**src/rtl/bnn_neuron_scheduler.sv**
```systemverilog
// Time-shares one XNOR-popcount neuron datapath across N_NEURONS logical neurons.
// Holds per-neuron weights/thresholds and collects fire bits over a req/ack handshake.
module bnn_neuron_scheduler #(
  parameter int N_NEURONS = 4,
  parameter int IN_W      = 8,
  parameter int CNT_W     = 4,
  parameter int AW        = 2,
  parameter int TIMEOUT   = 15
) (
  input  logic                 clk,
  input  logic                 rst,
  input  logic                 start,
  input  logic [IN_W-1:0]      x_in,
  input  logic                 cfg_we,
  input  logic                 cfg_sel,
  input  logic [AW-1:0]        cfg_addr,
  input  logic [IN_W-1:0]      cfg_data,
  output logic                 nrn_req,
  output logic [IN_W-1:0]      nrn_x,
  output logic [IN_W-1:0]      nrn_w,
  output logic [CNT_W-1:0]     nrn_thr,
  input  logic                 nrn_ack,
  input  logic                 nrn_fire,
  output logic [N_NEURONS-1:0] y_out,
  output logic                 busy,
  output logic                 done,
  output logic                 err
);

  typedef enum logic {S_IDLE, S_REQ} state_t;

  state_t               r_state;
  logic [IN_W-1:0]      r_weight [N_NEURONS];
  logic [CNT_W-1:0]     r_thr    [N_NEURONS];
  logic [N_NEURONS-1:0] r_shadow;
  logic [AW-1:0]        r_idx;
  logic [7:0]           r_wait;
  logic                 r_req;
  logic [IN_W-1:0]      r_x;
  logic [IN_W-1:0]      r_w;
  logic [CNT_W-1:0]     r_thr_o;
  logic [N_NEURONS-1:0] r_y;
  logic                 r_busy;
  logic                 r_done;
  logic                 r_err;

  logic [AW-1:0]        w_idx_nxt;
  logic [7:0]           w_wait_nxt;
  logic [N_NEURONS-1:0] w_shadow_upd;
  logic                 w_last;
  logic                 w_cfg_hit;

  assign w_idx_nxt  = r_idx + AW'(1);
  assign w_wait_nxt = r_wait + 8'd1;
  assign w_last     = (r_idx == AW'(N_NEURONS - 1));
  assign w_cfg_hit  = (r_state == S_IDLE) && cfg_we && (int'(cfg_addr) < N_NEURONS);

  // Shadow including the fire bit being acknowledged this cycle.
  always_comb begin
    w_shadow_upd        = r_shadow;
    w_shadow_upd[r_idx] = nrn_fire;
  end

  always_ff @(posedge clk or posedge rst) begin
    if (rst) begin
      r_state  <= S_IDLE;
      r_shadow <= '0;
      r_idx    <= '0;
      r_wait   <= '0;
      r_req    <= 1'b0;
      r_x      <= '0;
      r_w      <= '0;
      r_thr_o  <= '0;
      r_y      <= '0;
      r_busy   <= 1'b0;
      r_done   <= 1'b0;
      r_err    <= 1'b0;
      for (int i = 0; i < N_NEURONS; i++) begin
        r_weight[i] <= '0;
        r_thr[i]    <= '0;
      end
    end else begin
      r_done <= 1'b0;
      r_err  <= 1'b0;
      if (w_cfg_hit) begin
        if (cfg_sel) r_thr[cfg_addr]    <= cfg_data[CNT_W-1:0];
        else         r_weight[cfg_addr] <= cfg_data;
      end
      case (r_state)
        S_IDLE: begin
          if (start) begin
            r_state <= S_REQ;
            r_x     <= x_in;
            r_idx   <= '0;
            r_wait  <= '0;
            r_w     <= r_weight[0];
            r_thr_o <= r_thr[0];
            r_req   <= 1'b1;
            r_busy  <= 1'b1;
          end
        end
        S_REQ: begin
          if (nrn_ack) begin
            r_shadow <= w_shadow_upd;
            r_wait   <= '0;
            if (w_last) begin
              r_state <= S_IDLE;
              r_req   <= 1'b0;
              r_busy  <= 1'b0;
              r_y     <= w_shadow_upd;
              r_done  <= 1'b1;
            end else begin
              r_idx   <= w_idx_nxt;
              r_w     <= r_weight[w_idx_nxt];
              r_thr_o <= r_thr[w_idx_nxt];
            end
          end else if (w_wait_nxt == 8'(TIMEOUT)) begin
            // Abort: err lands TIMEOUT+1 cycles after the last advance.
            r_state <= S_IDLE;
            r_req   <= 1'b0;
            r_busy  <= 1'b0;
            r_wait  <= '0;
            r_err   <= 1'b1;
          end else begin
            r_wait <= w_wait_nxt;
          end
        end
        default: r_state <= S_IDLE;
      endcase
    end
  end

  assign nrn_req = r_req;
  assign nrn_x   = r_x;
  assign nrn_w   = r_w;
  assign nrn_thr = r_thr_o;
  assign y_out   = r_y;
  assign busy    = r_busy;
  assign done    = r_done;
  assign err     = r_err;

endmodule

```
**config.mk**
```make
export PLATFORM = sky130hd
export DESIGN_NAME = bnn_neuron_scheduler
export DESIGN_NICKNAME = d
export VERILOG_FILES = /design/src/rtl/bnn_neuron_scheduler.sv
export SDC_FILE = /design/constraint.sdc
export NUM_CORES = 1
export LEC_CHECK = 0
export CORE_MARGIN = 4
export CORE_UTILIZATION = 55
export DETAILED_ROUTE_END_ITERATION = 16
export PLACE_DENSITY = 0.91
export RECOVER_POWER = 25
export SYNTH_ARGS = -nofsm -noshare
export SYNTH_HDL_FRONTEND = slang
export SYNTH_SLANG_ARGS = --single-unit
```
**constraint.sdc**
```tcl
create_clock -name clk -period 3.8 [get_ports clk]
set_input_delay 0.76 -clock clk [delete_from_list [all_inputs] [get_ports clk]]
set_output_delay 0.76 -clock clk [all_outputs]
set_load 0.01 [all_outputs]
```
==> results of run 1 <==
[cells in the final DEF (no fill, tap or decap), types with 2 or more instances in the layout]
cell	count
nor2b_1	2
nor2_1	5
mux2_2	67
nor3_1	4
o21ai_0	31
inv_1	5
nand3_1	9
clkinv_2	2
ha_1	6
nor3b_2	3
bufinv_16	3
mux2i_1	7
dfrtp_1	89
o22ai_1	12
buf_4	4
clkbuf_8	9
a21oi_1	5
o31ai_1	3
a31oi_1	2
dlygate4sd3_1	2
o21a_1	2
nand2_1	37
clkdlybuf4s50_1	50
xor2_1	3
nand3b_1	2
[final timing paths]
check                          from      endpoint  slack, ns  cells past startpoint
max                         nrn_ack      nrn_w[4]       1.40                      6
min                        y_out[3]      y_out[3]       0.48                      2
max reg2reg                 r_state   r_weight[6]       1.53                      4
min reg2reg                y_out[3]      y_out[3]       0.48                      2
max in group asynchronous       rst     r_thr[12]       1.89                      3
min in group asynchronous       rst  r_weight[29]       1.08                      2
[power by group]
part	switching, mW	leakage (nW)	internal (mW)
clock	0.338	0.120	0.436
sequential	0.273	1.11	1.37
combinational	0.680	0.874	0.801
total	1.29	2.10	2.61
[kinds of logic after synthesis]
family,Yosys count,synth area share
AND/OR/NAND/NOR,74,0.0960
adder cells (fa/ha/maj),6,0.0188
XOR/XNOR,4,0.00878
AO/OA/AOI/OAI,60,0.0894
buffers and inverters,20,0.0223
multiplexers,74,0.207
flip-flops,89,0.558
[metrics by stage]
stage          cells   util  setup WS (ns)
6_report         483  0.704           1.40
5_1_grt          483  0.704           1.27
4_1_cts          483  0.704           1.52
3_5_place_dp     467  0.669           1.16
3_3_place_gp     467  0.669           1.20
2_1_floorplan    327      -          0.733
[flip-flops by register name (all words and copies together), names as in the netlist, 2 cells and up]
| register | cells |
|---|---|
| r_thr | 16 |
| nrn_thr | 4 |
| r_weight | 32 |
| y_out | 4 |
| r_shadow | 3 |
| r_idx | 2 |
| nrn_x | 8 |
| nrn_w | 8 |
| r_wait | 8 |
[routing by layer]
layer / part of all wire / vias to the layer above / global-route usage / routed length (µm)
met5: 0 / - / 0 / 0
met4: 0.026 / 0 / 0.101 / 215
met3: 0.039 / 20 / 0.0338 / 323
met2: 0.50 / 78 / 0.342 / 4160
met1: 0.44 / 1385 / 0.278 / 3670
li1: - / 1277 / - / -
[critical path, stage by stage]
cell           delay, ns
dlygate4sd3_1       0.63
nor2b_1             0.19
and2_1              0.17
nor2_1              0.48
buf_4               0.30
o21ai_0             0.11
[area by class of cell]
class,count,share of cell area
clock buffer,9,0.0255
clock inverter,7,0.0239
inverter,7,0.00566
multi-input combinational,218,0.344
sequential,89,0.458
tap,96,0.0247
timing repair buffer,57,0.117
==> results.py, run 1 <==
metrics = {
    "run_status": {
        "status": "finished, final reports clean",
    },
    "clocking": {
        "cts_buffers": 9,
        "clockRootBuffer": "clkbuf_8",
        "clkTransAtPathRegs_ns": 0.09,
        "cts_resized": 0,
        "cts_sinks": 89,
        "clk_latency_ns": 0.36,
        "htree_levels": 3,
        "cts_hold_buf": 0,
        "cts_setup_buffers": 0,
        "tritoncts": "done",
        "clock_path_buffers": 2,
    },
    "global_route": {
        "overflow": 0,
        "grt_pass1_wl_mm": 14.3,
        "grt_pass1_vias": 2832,
        "grt.total_usage": 0.211,
        "grt_max_degree": 65,
        "antenna_found_initial": 0,
    },
    "placed_design": {
        "dp.final_hpwl_mm": 5.68,
        "dpl_cell_area_um2": 4620,
        "routabilityCongestion": 0.873,
        "place.port_buffers": 52,
    },
    "sta": {
        "hold_viol": 0,
        "finalSetupViolCount": 0,
        "relSlewSlack": 0.208,
        "finalSetupTns_ns": 0,
        "rsz0062_at_grt": "no",
        "holdWs_ns": 0.480,
        "slew_viol_final": 0,
        "fin_crit_ns": 2.40,
        "clock_skew_ns": 0.00774,
        "post-route-period-util": 0.632,
        "timing_worst_slew_pin_value_ns": 1.18,
        "fmax_mhz": 417,
    },
    "synth": {
        "ys_seq_area_frac": 0.558,
        "async_reset_ff_frac": 1.00,
        "synth_top_area_share": 0.558,
        "syn-instance-count": 327,
        "synth_cell_types": 42,
        "synthFlopType": "dfrtp_1",
        "ys_warn_count": 0,
        "syn_nets": 358,
        "synthTopCellsByCount": "dfrtp_1, mux2_2, nand2_1, o21ai_0, o22ai_1",
        "ys_ff_latch": 89,
        "synthTopCellsByArea": "dfrtp_1, mux2_2, o21ai_0",
        "synth_edf_count": 0,
        "synth_most_common_cell": "dfrtp_1",
        "yosys.area.top_type": "dfrtp_1",
        "syn_area_per_cell_um2": 12.2,
        "netlist_area_um2": 3990,
    },
    "floorplan": {
        "die_x_um": 93.2,
        "core_um2": 6910,
        "initial_utilization": 0.578,
        "die_area_um2": 8680,
        "placementRows": 30,
        "io_pins": 53,
        "die-height_um": 93.2,
    },
    "cells_and_area": {
        "multi_input_area_um2": 1670,
        "antenna_cells": 0,
        "seqCellArea_um2": 2230,
        "finalInstanceArea_um2": 4860,
        "drive_gt1_frac": 0.253,
        "area_growth_pct": 21.8,
        "nets": 413,
        "fillCellCount": 506,
    },
    "critical_path": {
        "critPathCaptureType": "flop",
        "worstPathArrival_ns": 2.65,
        "worstSetupStartpointType": "input port",
        "crit_type": "input port to flop",
        "required_ns": 4.05,
        "path_max_fanout": 15,
    },
    "power_and_ir_drop": {
        "peakVddDrop_mv": 0.314,
        "p_leak_nw": 2.10,
        "powerDensity_nw_per_um2": 802,
        "power_mw": 3.90,
    },
    "drt": {
        "vias": 2760,
        "totalWireLength_mm": 8.36,
        "routed_via_density": 5.71,
        "wl_per_cell_um": 17.3,
        "drc": 0,
        "dr.pass1.iters": 4,
        "final_antenna_net_count": 0,
        "drt_iter0_drc": 220,
    },
    "hold_path": {
        "hp-class": "flop to flop",
    },
    "flow_run": {
        "maxCapViolCount": 0,
    },
}
Power figures use the tool's default switching activity.
==> inputs of run 2 (changes only) <==
--- a/config.mk
+++ b/config.mk
@@ -6,9 +6,9 @@
 export NUM_CORES = 1
 export LEC_CHECK = 0
 export CORE_MARGIN = 4
-export CORE_UTILIZATION = 55
+export CORE_UTILIZATION = 49
 export DETAILED_ROUTE_END_ITERATION = 16
-export PLACE_DENSITY = 0.91
+export PLACE_DENSITY = 0.86
 export RECOVER_POWER = 25
 export SYNTH_ARGS = -nofsm -noshare
 export SYNTH_HDL_FRONTEND = slang
==> constraint.sdc (replaced) <==
create_clock -name clk -period 2.05 [get_ports clk]
set_input_delay 0.41 -clock clk [delete_from_list [all_inputs] [get_ports clk]]
set_output_delay 0.41 -clock clk [all_outputs]
set_load 0.01 [all_outputs]
==> results.py, run 2 (same netlist as run 1, synthesis figures left out) <==
metrics = {
    "run_status": {
        "status": "finished, final reports clean",
    },
    "power_and_ir_drop": {
        "p_leak_nw": 2.14,
        "peakVddDrop_mv": 0.736,
        "powerDensity_nw_per_um2": 1460,
    },
    "cells_and_area": {
        "area_growth_pct": 23.5,
        "nets": 422,
        "top_regs": "r_weight: 32 flops, r_thr: 16 flops",
        "finalInstanceArea_um2": 4930,
        "regMostFlops": "r_weight",
        "largest_reg_flops": 32,
        "multi_input_area_um2": 1680,
        "finalNonFillerCells": 498,
        "fillCellCount": 613,
        "drive_gt1_frac": 0.273,
        "mostFrequentLayoutCell": "dfrtp_1",
        "antenna_cells": 0,
        "seqCellArea_um2": 2230,
        "final_cell_mix": "dfrtp_1, mux2_2, clkdlybuf4s50_1",
    },
    "clocking": {
        "clk_latency_ns": 0.35,
        "cts_hold_buf": 0,
        "cts_buffers": 9,
        "cts_sinks": 89,
        "htree_levels": 3,
        "cts_setup_buffers": 0,
        "clkTransAtPathRegs_ns": 0.09,
        "clockRootBuffer": "clkbuf_8",
        "tritoncts": "done",
        "clock_path_buffers": 2,
    },
    "sta": {
        "slew_viol_final": 0,
        "relSlewSlack": 0.205,
        "holdWs_ns": 0.481,
        "fin_ws_ns": 0.133,
        "fin_crit_ns": 1.92,
        "timing_worst_slew_pin_value_ns": 1.19,
        "fmax_mhz": 522,
        "finalSetupViolCount": 0,
        "post-route-period-util": 0.935,
        "rsz0062_at_grt": "no",
        "hold_viol": 0,
        "clock_skew_ns": 0.00929,
        "finalSetupTns_ns": 0,
    },
    "placed_design": {
        "routabilityCongestion": 0.822,
        "dp.cells": 482,
        "dpl_cell_area_um2": 4710,
        "dp.final_hpwl_mm": 5.78,
        "dpl_worst_slack_ns": 0.0443,
        "place.port_buffers": 52,
    },
    "global_route": {
        "grt.total_usage": 0.184,
        "grt_pass1_wl_mm": 14.3,
        "overflow": 0,
        "grt_max_degree": 90,
        "antenna_found_initial": 0,
        "grt_pass1_vias": 2925,
    },
    "drt": {
        "wl_per_cell_um": 17.0,
        "vias": 2785,
        "dr.pass1.iters": 4,
        "drc": 0,
        "drt_iter0_drc": 119,
        "final_antenna_net_count": 0,
        "totalWireLength_mm": 8.46,
        "routed_via_density": 5.59,
    },
    "critical_path": {
        "critPathCaptureType": "flop",
        "r2r_cells": 7,
        "required_ns": 2.29,
        "worstPathArrival_ns": 2.16,
        "max_stage_delay_ns": 0.50,
        "crit_type": "flop to flop",
        "crit_top_cell": "o21ai_0",
        "worstPathCellList": "inv_1 -> ha_2 -> mux2_2 -> o22ai_1 -> nand2_1 -> o21ai_0 -> o21ai_0",
        "slowest_stage": "ha_2",
        "path_max_fanout": 12,
        "worstSetupStartpointType": "flop",
    },
    "floorplan": {
        "core_um2": 7810,
        "placementRows": 32,
        "die_area_um2": 9650,
        "initial_utilization": 0.511,
        "die-height_um": 98.2,
        "io_pins": 53,
        "die_x_um": 98.2,
    },
    "flow_run": {
        "maxCapViolCount": 0,
    },
    "hold_path": {
        "hp-class": "flop to flop",
        "min_path_cells": 2,
    },
}
run 2: repair_timing:
| action | CTS | global route |
|---|---|---|
| endpoints found under the hold margin | 0 | 0 |
| endpoints found under the setup margin | 0 | 9 |
| resized for setup | 0 | 1 |
run 2: worst max-delay path: cells and delay by family (launching register included):
family	cells	cell delay (ns)
fa+ha+maj	1	0.50
flops	1	0.40
mux	1	0.38
compound gates	3	0.35
buf+inv	1	0.08
simple gates	1	0.08
run 2: cell type report:
cell class / count / share of cell area
Clock inverter: 6 / 0.0180
Inverter: 7 / 0.00610
Clock buffer: 10 / 0.0279
Tap cell: 102 / 0.0259
Sequential cell: 89 / 0.452
Multi-Input combinational cell: 218 / 0.340
Timing Repair Buffer: 66 / 0.130
run 2: metrics by stage:
step	power, mW	util
final	7.17	0.631
after global routing	7.63	0.631
after CTS	7.21	0.632
after detailed placement	5.81	0.603
after global placement	5.65	0.603
after floorplan	4.72	-
run 2: metal layers:
metal  global-route usage  share of wire
met1                0.226           0.43
met2                0.309           0.51
met3               0.0357          0.035
met4               0.0945          0.026
met5                    0              0
run 2: power breakdown:
group,internal (mW),switching [mW],leakage (nW)
Clock,0.722,0.640,0.109
Combinational,1.53,1.27,0.918
Sequential,2.54,0.466,1.11
Total,4.79,2.38,2.14
run 2: final timing paths:
check | startpoint | endpoint | slack (ns)
setup / recovery | r_idx[1] | nrn_w[2] | 0.13
max in group asynchronous | rst | r_weight[3] | 0.33
hold / removal | y_out[3] | y_out[3] | 0.48
min in group asynchronous | rst | nrn_x[3] | 0.97
setup reg to reg | r_idx[1] | nrn_w[2] | 0.13
hold reg to reg | y_out[3] | y_out[3] | 0.48
==> inputs of run 3 (changes only) <==
--- a/config.mk
+++ b/config.mk
@@ -6,9 +6,9 @@
 export NUM_CORES = 1
 export LEC_CHECK = 0
 export CORE_MARGIN = 4
-export CORE_UTILIZATION = 49
+export CORE_UTILIZATION = 55
 export DETAILED_ROUTE_END_ITERATION = 16
-export PLACE_DENSITY = 0.86
+export PLACE_DENSITY = 0.91
 export RECOVER_POWER = 25
 export SYNTH_ARGS = -nofsm -noshare
 export SYNTH_HDL_FRONTEND = slang
==> constraint.sdc (replaced) <==
create_clock -name clk -period 2.2 [get_ports clk]
set_input_delay 0.44 -clock clk [delete_from_list [all_inputs] [get_ports clk]]
set_output_delay 0.44 -clock clk [all_outputs]
set_load 0.01 [all_outputs]
==> results.py, run 3 (same netlist as run 1, synthesis figures left out) <==
metrics = {
    "run_status": {
        "status": "finished, final reports clean",
    },
    "placed_design": {
        "dp.final_hpwl_mm": 5.79,
        "routabilityCongestion": 0.826,
        "dpl_cell_area_um2": 4670,
        "dpl_worst_slack_ns": 0.0658,
        "place.port_buffers": 52,
    },
    "cells_and_area": {
        "finalInstanceArea_um2": 4840,
        "largest_reg_flops": 32,
        "nets": 420,
        "top_regs": "r_weight: 32 flops, r_thr: 16 flops",
        "fillCellCount": 490,
        "mostFrequentLayoutCell": "dfrtp_1",
        "antenna_cells": 0,
        "area_growth_pct": 21.2,
        "seqCellArea_um2": 2230,
        "final_cell_mix": "dfrtp_1, mux2_2, clkdlybuf4s50_1",
        "multi_input_area_um2": 1680,
        "regMostFlops": "r_weight",
        "post-route-util": 0.700,
        "drive_gt1_frac": 0.261,
    },
    "global_route": {
        "grt_pass1_wl_mm": 14.0,
        "antenna_found_initial": 0,
        "grt_max_degree": 37,
        "overflow": 0,
        "grt_pass1_vias": 2818,
        "grt.total_usage": 0.205,
    },
    "power_and_ir_drop": {
        "peakVddDrop_mv": 0.494,
        "powerDensity_nw_per_um2": 1320,
        "p_leak_nw": 2.09,
    },
    "drt": {
        "dr.pass1.iters": 4,
        "wl_per_cell_um": 16.5,
        "drt_iter0_drc": 169,
        "totalWireLength_mm": 8.07,
        "routed_via_density": 5.62,
        "vias": 2755,
        "drc": 0,
        "final_antenna_net_count": 0,
    },
    "clocking": {
        "cts_hold_buf": 0,
        "cts_resized": 0,
        "tritoncts": "done",
        "cts_sinks": 89,
        "clockRootBuffer": "clkbuf_8",
        "clock_path_buffers": 2,
        "cts_buffers": 9,
        "clkTransAtPathRegs_ns": 0.09,
        "cts_setup_buffers": 0,
        "clk_latency_ns": 0.35,
        "htree_levels": 3,
    },
    "sta": {
        "rsz0062_at_grt": "no",
        "hold_viol": 0,
        "holdWs_ns": 0.484,
        "timing_worst_slew_pin_value_ns": 0.980,
        "relSlewSlack": 0.343,
        "post-route-period-util": 0.904,
        "clock_skew_ns": 0.00805,
        "finalSetupTns_ns": 0,
        "fmax_mhz": 503,
        "fin_crit_ns": 1.99,
        "slew_viol_final": 0,
        "fin_ws_ns": 0.211,
        "finalSetupViolCount": 0,
    },
    "critical_path": {
        "worstPathCellList": "inv_1 -> ha_2 -> nand2_1 -> o22ai_1 -> nand2_1 -> o21ai_0 -> o21ai_0",
        "worstPathArrival_ns": 2.23,
        "critPathCaptureType": "flop",
        "required_ns": 2.44,
        "max_stage_delay_ns": 0.55,
        "worstSetupStartpointType": "flop",
        "r2r_setup_slack_ns": 0.21,
        "path_max_fanout": 12,
        "crit_type": "flop to flop",
        "slowest_stage": "ha_2",
    },
    "flow_run": {
        "maxCapViolCount": 0,
    },
    "floorplan": {
        "die_area_um2": 8680,
        "core_um2": 6910,
        "io_pins": 53,
        "placementRows": 30,
        "initial_utilization": 0.578,
        "die_x_um": 93.2,
        "die-height_um": 93.2,
    },
    "hold_path": {
        "hp-class": "flop to flop",
    },
}
[run 3: worst paths after layout]
path                           from     endpoint  depth (start not counted)
setup / recovery           r_idx[0]     nrn_w[1]                          7
hold / removal             y_out[0]     y_out[0]                          2
setup reg to reg           r_idx[0]     nrn_w[1]                          7
hold reg to reg            y_out[0]     y_out[0]                          2
max in group asynchronous       rst   nrn_thr[3]                          3
min in group asynchronous       rst  r_weight[8]                          2
[run 3: final cells by class]
cell class | count | share of cell area
multi-input combinational | 218 | 0.347
clock buffer | 12 | 0.0321
sequential | 89 | 0.460
inverter | 7 | 0.00569
tap | 96 | 0.0248
clock inverter | 4 | 0.00569
timing repair buffer | 64 | 0.125
[run 3: per-stage QoR]
stage	std cells	power, mW
global placement	474	5.23
detailed placement	474	5.39
finish	490	6.40
CTS	490	6.44
floorplan	327	4.40
global route	490	6.87
[run 3: routing by layer]
layer,global-route usage,part of all wire
met1,0.266,0.43
met2,0.347,0.52
met3,0.0346,0.035
met4,0.0769,0.015
met5,0,0
[run 3: critical path, delay by kind of cell, from the launching register on]
kind / cells / cell delay [ns]
compound gates: 3 / 0.45
fa+ha+maj: 1 / 0.55
buf+inv: 1 / 0.12
flops: 1 / 0.37
simple gates: 2 / 0.38
[run 3: power by group]
group / switching (mW) / internal, mW / total (mW)
registers: 0.417 / 2.36 / 2.78
logic: 1.18 / 1.40 / 2.58
clock network: 0.561 / 0.471 / 1.03
==> RTL change 1 (settings of run 3) <==
`N_NEURONS`: 4 -> 8.
--- a/src/rtl/bnn_neuron_scheduler.sv
+++ b/src/rtl/bnn_neuron_scheduler.sv
@@ -3,3 +3,3 @@
 module bnn_neuron_scheduler #(
-  parameter int N_NEURONS = 4,
+  parameter int N_NEURONS = 8,
   parameter int IN_W      = 8,
Ports: changed (resized y_out); port bits go from 53 to 57. No check against the original RTL was run, so the function may have changed too.
==> RTL change 1 against run 3 <==
Sequential cell count is the same. Cell count rose by 5.5%. Worst setup slack lost 4.2 ps. Design area increased by 2.4%. First-iteration DRC count shrank 2.4%. Synthesized area is 4.6% higher. Global-route usage rose by 0.25 points. Total power rose by 5.6%. Wire length rose by 7.9%. Critical endpoint is now nrn_w[0]$_DFFE_PP0P_.
==> RTL change 1: results (changes against run 3) <==
| Metric | Value |
|---|---|
| Status | completed (unchanged) |
| Top cells by area, synth | dfrtp_1, mux2_2, mux2i_1, a21oi_1, o21ai_0 (was dfrtp_1, mux2_2, o21ai_0, nand2_1, ha_1) |
| Static Leak | 0.00217 uW (was 0.00209 uW) |
| Antenna violations before repair | 0 (unchanged) |
| Synth cell types | 35 (was 42) |
| Skew final | 9.26 ps (was 8.05 ps) |
| Reg2Reg Setup Slack | 210 ps |
| Max IR drop VDD | 0.000484 V (was 0.000494 V) |
| PortBufs | 52 (unchanged) |
| Dpl hpwl | 5920 um (was 5790 um) |
| Share of synthesized registers carrying an async set or reset | 1.00 (unchanged) |
| Share of cells above drive strength 1 | 0.222 (was 0.261) |
| Total Wirelength | 8710 um (was 8070 um) |
| Synth top cells by count | dfrtp_1, mux2_2, a21oi_1 (was dfrtp_1, mux2_2, nand2_1) |
| Largest net degree at the start of global routing | 90 (was 37) |
| WHS | 485 ps (was 484 ps) |
| Critical path's slowest cell | dfrtp_1 (was ha_2) |
| Initial drt markers | 165 (was 169) |
| NumNets Final | 444 (was 420) |
| Router iterations before antenna repair | 4 (unchanged) |
| Critical Path Fanout Max | 27 (was 12) |
| Delay of the slowest critical-path stage | 420 ps (was 550 ps) |
| FILL cells | 528 (was 490) |
| Regs by FF count | r_weight x32, r_thr x16 (unchanged) |
| Worst rel slew slack | 0.215 (was 0.343) |
| Reg-to-Reg End | nrn_w[0]$_DFFE_PP0P_ (was nrn_w[1]$_DFFE_PP0P_) |
| Global-route wire length before repair | 14400 um (was 14000 um) |
| Hold Path Stages | 2 (unchanged) |
| Vias in the first global route | 2954 (was 2818) |
| CP arrival | 2200 ps (was 2230 ps) |
| Final Max Slew Viols | 0 (unchanged) |
| Via count | 2865 (was 2755) |
| GP Congestion | 0.806 (was 0.826) |
| Seq/Total Area, Yosys | 0.534 (was 0.558) |
| Total GRT Usage | 0.208 (was 0.205) |
-- RTL change 1: changes by cell type after synthesis, moves of 5 or more --
cell     delta
o21ai_0     -7
inv_1      +13
nor2_1     +13
a21oi_1    +21
nand3_1    +10
buf_4       +5
buf_6       +5
nand2_1    -20
mux2i_1     +8
mux2_2      -8
-- RTL change 1: final cells by class --
class	count	area [um^2]	share of cell area
clock buffer	9	124	0.0250
inverter	19	75.1	0.0152
timing repair buffer	61	588	0.119
tap	99	124	0.0250
clock inverter	7	78.8	0.0159
multi-input combinational	233	1740	0.350
sequential	89	2230	0.450
-- RTL change 1: metal layers --
layer,part of all wire,GRT usage,vias to the layer above
met1,0.43,0.270,1435
li1,-,-,1365
met4,0.015,0.0817,0
met5,0,0,-
met2,0.52,0.352,56
met3,0.031,0.0292,9
-- RTL change 1: worst max path at each step --
stage	endpoint	slack, ps	startpoint
6_report	nrn_w[0]$_DFFE_PP0P_	210	r_idx[0]$_DFFE_PP0P_
5_1_grt	nrn_w[0]$_DFFE_PP0P_	90	r_idx[0]$_DFFE_PP0P_
4_1_cts	nrn_w[0]$_DFFE_PP0P_	240	r_idx[0]$_DFFE_PP0P_
3_5_place_dp	nrn_w[5]$_DFFE_PP0P_	9	nrn_ack
3_3_place_gp	r_weight[38]$_DFFE_PP0P_	110	cfg_we
2_1_floorplan	nrn_thr[0]$_DFFE_PP0P_	450	r_idx[0]$_DFFE_PP0P_
-- RTL change 1: stage by stage --
step	cell area (um^2)	instances	setup slack (ps)	total power, uW	utilization
finish	4950	517	207	6760	0.676
global route	4950	517	87.0	7220	0.676
detailed placement	4760	501	8.59	5620	0.650
global placement	4760	501	107	5450	0.650
CTS	4960	517	237	6780	0.677
floorplan	4190	363	447	4640	-
-- RTL change 1: kinds of logic (layout without fill, tap and decap cells) --
kind of cell    Yosys count  count (layout)  synth area share
fa+ha+maj                 6               6            0.0180
compound gates           70              70            0.0899
xor+xnor                  2               2           0.00420
other cells               1               4          0.000898
mux                      74              74             0.195
flops                    89              89             0.534
simple gates             77              77             0.105
buf+inv                  41              96            0.0534
-- RTL change 1: critical path: cells and delay by family (launching register included) --
family | cells | cell delay [ps]
AO/OA/AOI/OAI | 3 | 390
adder cells (fa/ha/maj) | 1 | 320
buffers and inverters | 2 | 440
multiplexers | 1 | 280
flip-flops | 1 | 420
-- RTL change 1: where the power goes --
part | total (uW) | internal [uW] | switching (uW) | leakage [uW]
clock network | 1140 | 532 | 604 | 0.0000921
logic | 2830 | 1450 | 1370 | 0.000982
registers | 2800 | 2360 | 438 | 0.00110
total | 6760 | 4340 | 2410 | 0.00217
==> RTL change 2 (config.mk and constraints of run 3) <==
Without the edit above. Make the reset (`rst`) synchronous in one clocked block.
--- a/src/rtl/bnn_neuron_scheduler.sv
+++ b/src/rtl/bnn_neuron_scheduler.sv
@@ -63,3 +63,3 @@
 
-  always_ff @(posedge clk or posedge rst) begin
+  always_ff @(posedge clk) begin
     if (rst) begin
Formal check against the unedited RTL: differs if rst is asserted again (counterexample within 4 cycles, from zero or initial values and one cycle with rst high); with rst held inactive, the same outputs for 4 cycles.
==> RTL change 2 against run 3 <==
Design area about the same. Global-route usage about the same. Critical endpoint is now nrn_w[5]$_SDFFE_PP0P_. Wire length grew 1.6%. First-iteration DRC count is 28% lower. Sequential cell count stayed put. Synthesized area grew 0.69%. Count of clock-buffer cells in the layout down 3. Worst setup slack gained 9.5 ps. Cell count rose by 6.9%.
Power is not compared: it rests on default switching activity, and its combinational part moved more than twofold at a synthesized area within 25%.
==> RTL change 2: results (changes against run 3) <==
| Metric | Value |
|---|---|
| Status | completed (unchanged) |
| NumNets Final | 454 (was 420) |
| Regs by FF count | r_weight x32, r_thr x16 (unchanged) |
| Share of cells above drive strength 1 | 0.0935 (was 0.261) |
| Skew final | 9.61 ps (was 8.05 ps) |
| Initial drt markers | 122 (was 169) |
| PortBufs | 52 (unchanged) |
| Router iterations before antenna repair | 4 (unchanged) |
| Clk slew on worst S/H paths | 90 ps (about the same) |
| Metal2 WL | 4240 um (was 4170 um) |
| Clock latency on the worst-skew pair | 350 ps (about the same) |
| Max IR drop VDD | 0.000471 V |
| Total GRT Usage | 0.206 (was 0.205) |
| Global-route wire length before repair | 14100 um (was 14000 um) |
| Syn. warnings | 0 (unchanged) |
| Highest routed layer | met4 (unchanged) |
| DP Area | 4680 um^2 (was 4670 um^2) |
| Via count | 2919 (was 2755) |
| Avg Inst Size Synth | 10.9 um^2 (was 12.2 um^2) |
| Transition time of the tightest slew-check pin | 776 ps (was 980 ps) |
| Synth top cells by count | and2_1, edfxtp_1, dfxtp_1 (was dfrtp_1, mux2_2, nand2_1) |
| Seq/Total Area, Yosys | 0.563 (was 0.558) |
| Final Hold Fails | 0 (unchanged) |
| PostCTS Resize Cnt | 0 (unchanged) |
| CP arrival | 2260 ps (was 2230 ps) |
| Total Wirelength | 8200 um (was 8070 um) |
| FILL cells | 493 (was 490) |
| CTS H-Tree Depth | 3 (unchanged) |
| Most used DFF post-synth | edfxtp_1 (was dfrtp_1) |
| Placed Cells | 508 (was 474) |
| M1 wire length | 3360 um (was 3490 um) |
| Vias in the first global route | 3016 (was 2818) |
| EDFF count, synth | 48 (was 0) |
| Dpl hpwl | 6180 um (was 5790 um) |
| GP Congestion | 0.842 (was 0.826) |
| Post-Syn Nets | 398 (was 358) |
| Top cells by area, synth | edfxtp_1, dfxtp_1, and2_1, mux2i_1, nand2_1 (was dfrtp_1, mux2_2, o21ai_0, nand2_1, ha_1) |
| Synth cell types | 44 (was 42) |
| DR WL/cell | 15.6 um (was 16.5 um) |
| Share of synthesized registers carrying an async set or reset | 0 (was 1.00) |
| Static Leak | 0.00181 uW |
| WHS | 457 ps (was 484 ps) |
| Largest net degree at the start of global routing | 22 (was 37) |
| Routed wl met3 | 421 um (was 286 um) |
[RTL change 2: cell types whose count changed after synthesis, moves of 22 or more]
cell	run 3	this run
and2_1	1	51
dfrtp_1	89	0
dfxtp_1	0	41
edfxtp_1	0	48
mux2_2	67	0
nor2_1	5	29
o21ai_0	31	9
[RTL change 2: cell families after synthesis]
kind of cell	count (synthesis)	synth area share
simple gates	158	0.208
flops	89	0.563
compound gates	68	0.134
buf+inv	28	0.0315
mux	18	0.0448
fa+ha+maj	6	0.0187
[RTL change 2: path summary, 6_finish.rpt]
kind | cells after the start | start | to
min | 2 | nrn_x[7]$_SDFFE_PP0P_ | nrn_x[7]$_SDFFE_PP0P_
max | 5 | r_idx[1]$_SDFFE_PP0P_ | nrn_w[5]$_SDFFE_PP0P_
min reg2reg | 2 | nrn_x[7]$_SDFFE_PP0P_ | nrn_x[7]$_SDFFE_PP0P_
max reg2reg | 5 | r_idx[1]$_SDFFE_PP0P_ | nrn_w[5]$_SDFFE_PP0P_
[RTL change 2: area by class of cell]
cell class | count | share of cell area
clock buffer | 9 | 0.0256
clock inverter | 7 | 0.00957
inverter | 7 | 0.00543
multi-input combinational | 250 | 0.336
sequential | 89 | 0.468
tap | 96 | 0.0248
timing repair buffer | 66 | 0.130
[RTL change 2: layer usage]
metal / track usage / vias up
met1: 0.237 / 1376
met5: 0 / -
met3: 0.0314 / 16
met4: 0.0818 / 0
met2: 0.378 / 87
li1: - / 1440
[RTL change 2: through the flow]
stage	total power (uW)	setup slack, ps
CTS	3320	208
floorplan	2150	334
global placement	2340	151
detailed placement	2360	58.7
global route	3440	4.17
finish	3290	221
[RTL change 2: worst max-delay path: stages, from the launching register on]
cell and delay (ps):
dfxtp_1 390, inv_1 80, ha_1 360, o21ai_1 640, a221oi_1 220, nor3_1 220
[RTL change 2: where the power goes]
part | total (uW) | switching, uW | internal, uW | leakage (uW)
registers | 1880 | 46.2 | 1830 | 0.000831
clock network | 979 | 571 | 408 | 0.0000830
logic | 433 | 229 | 204 | 0.000894
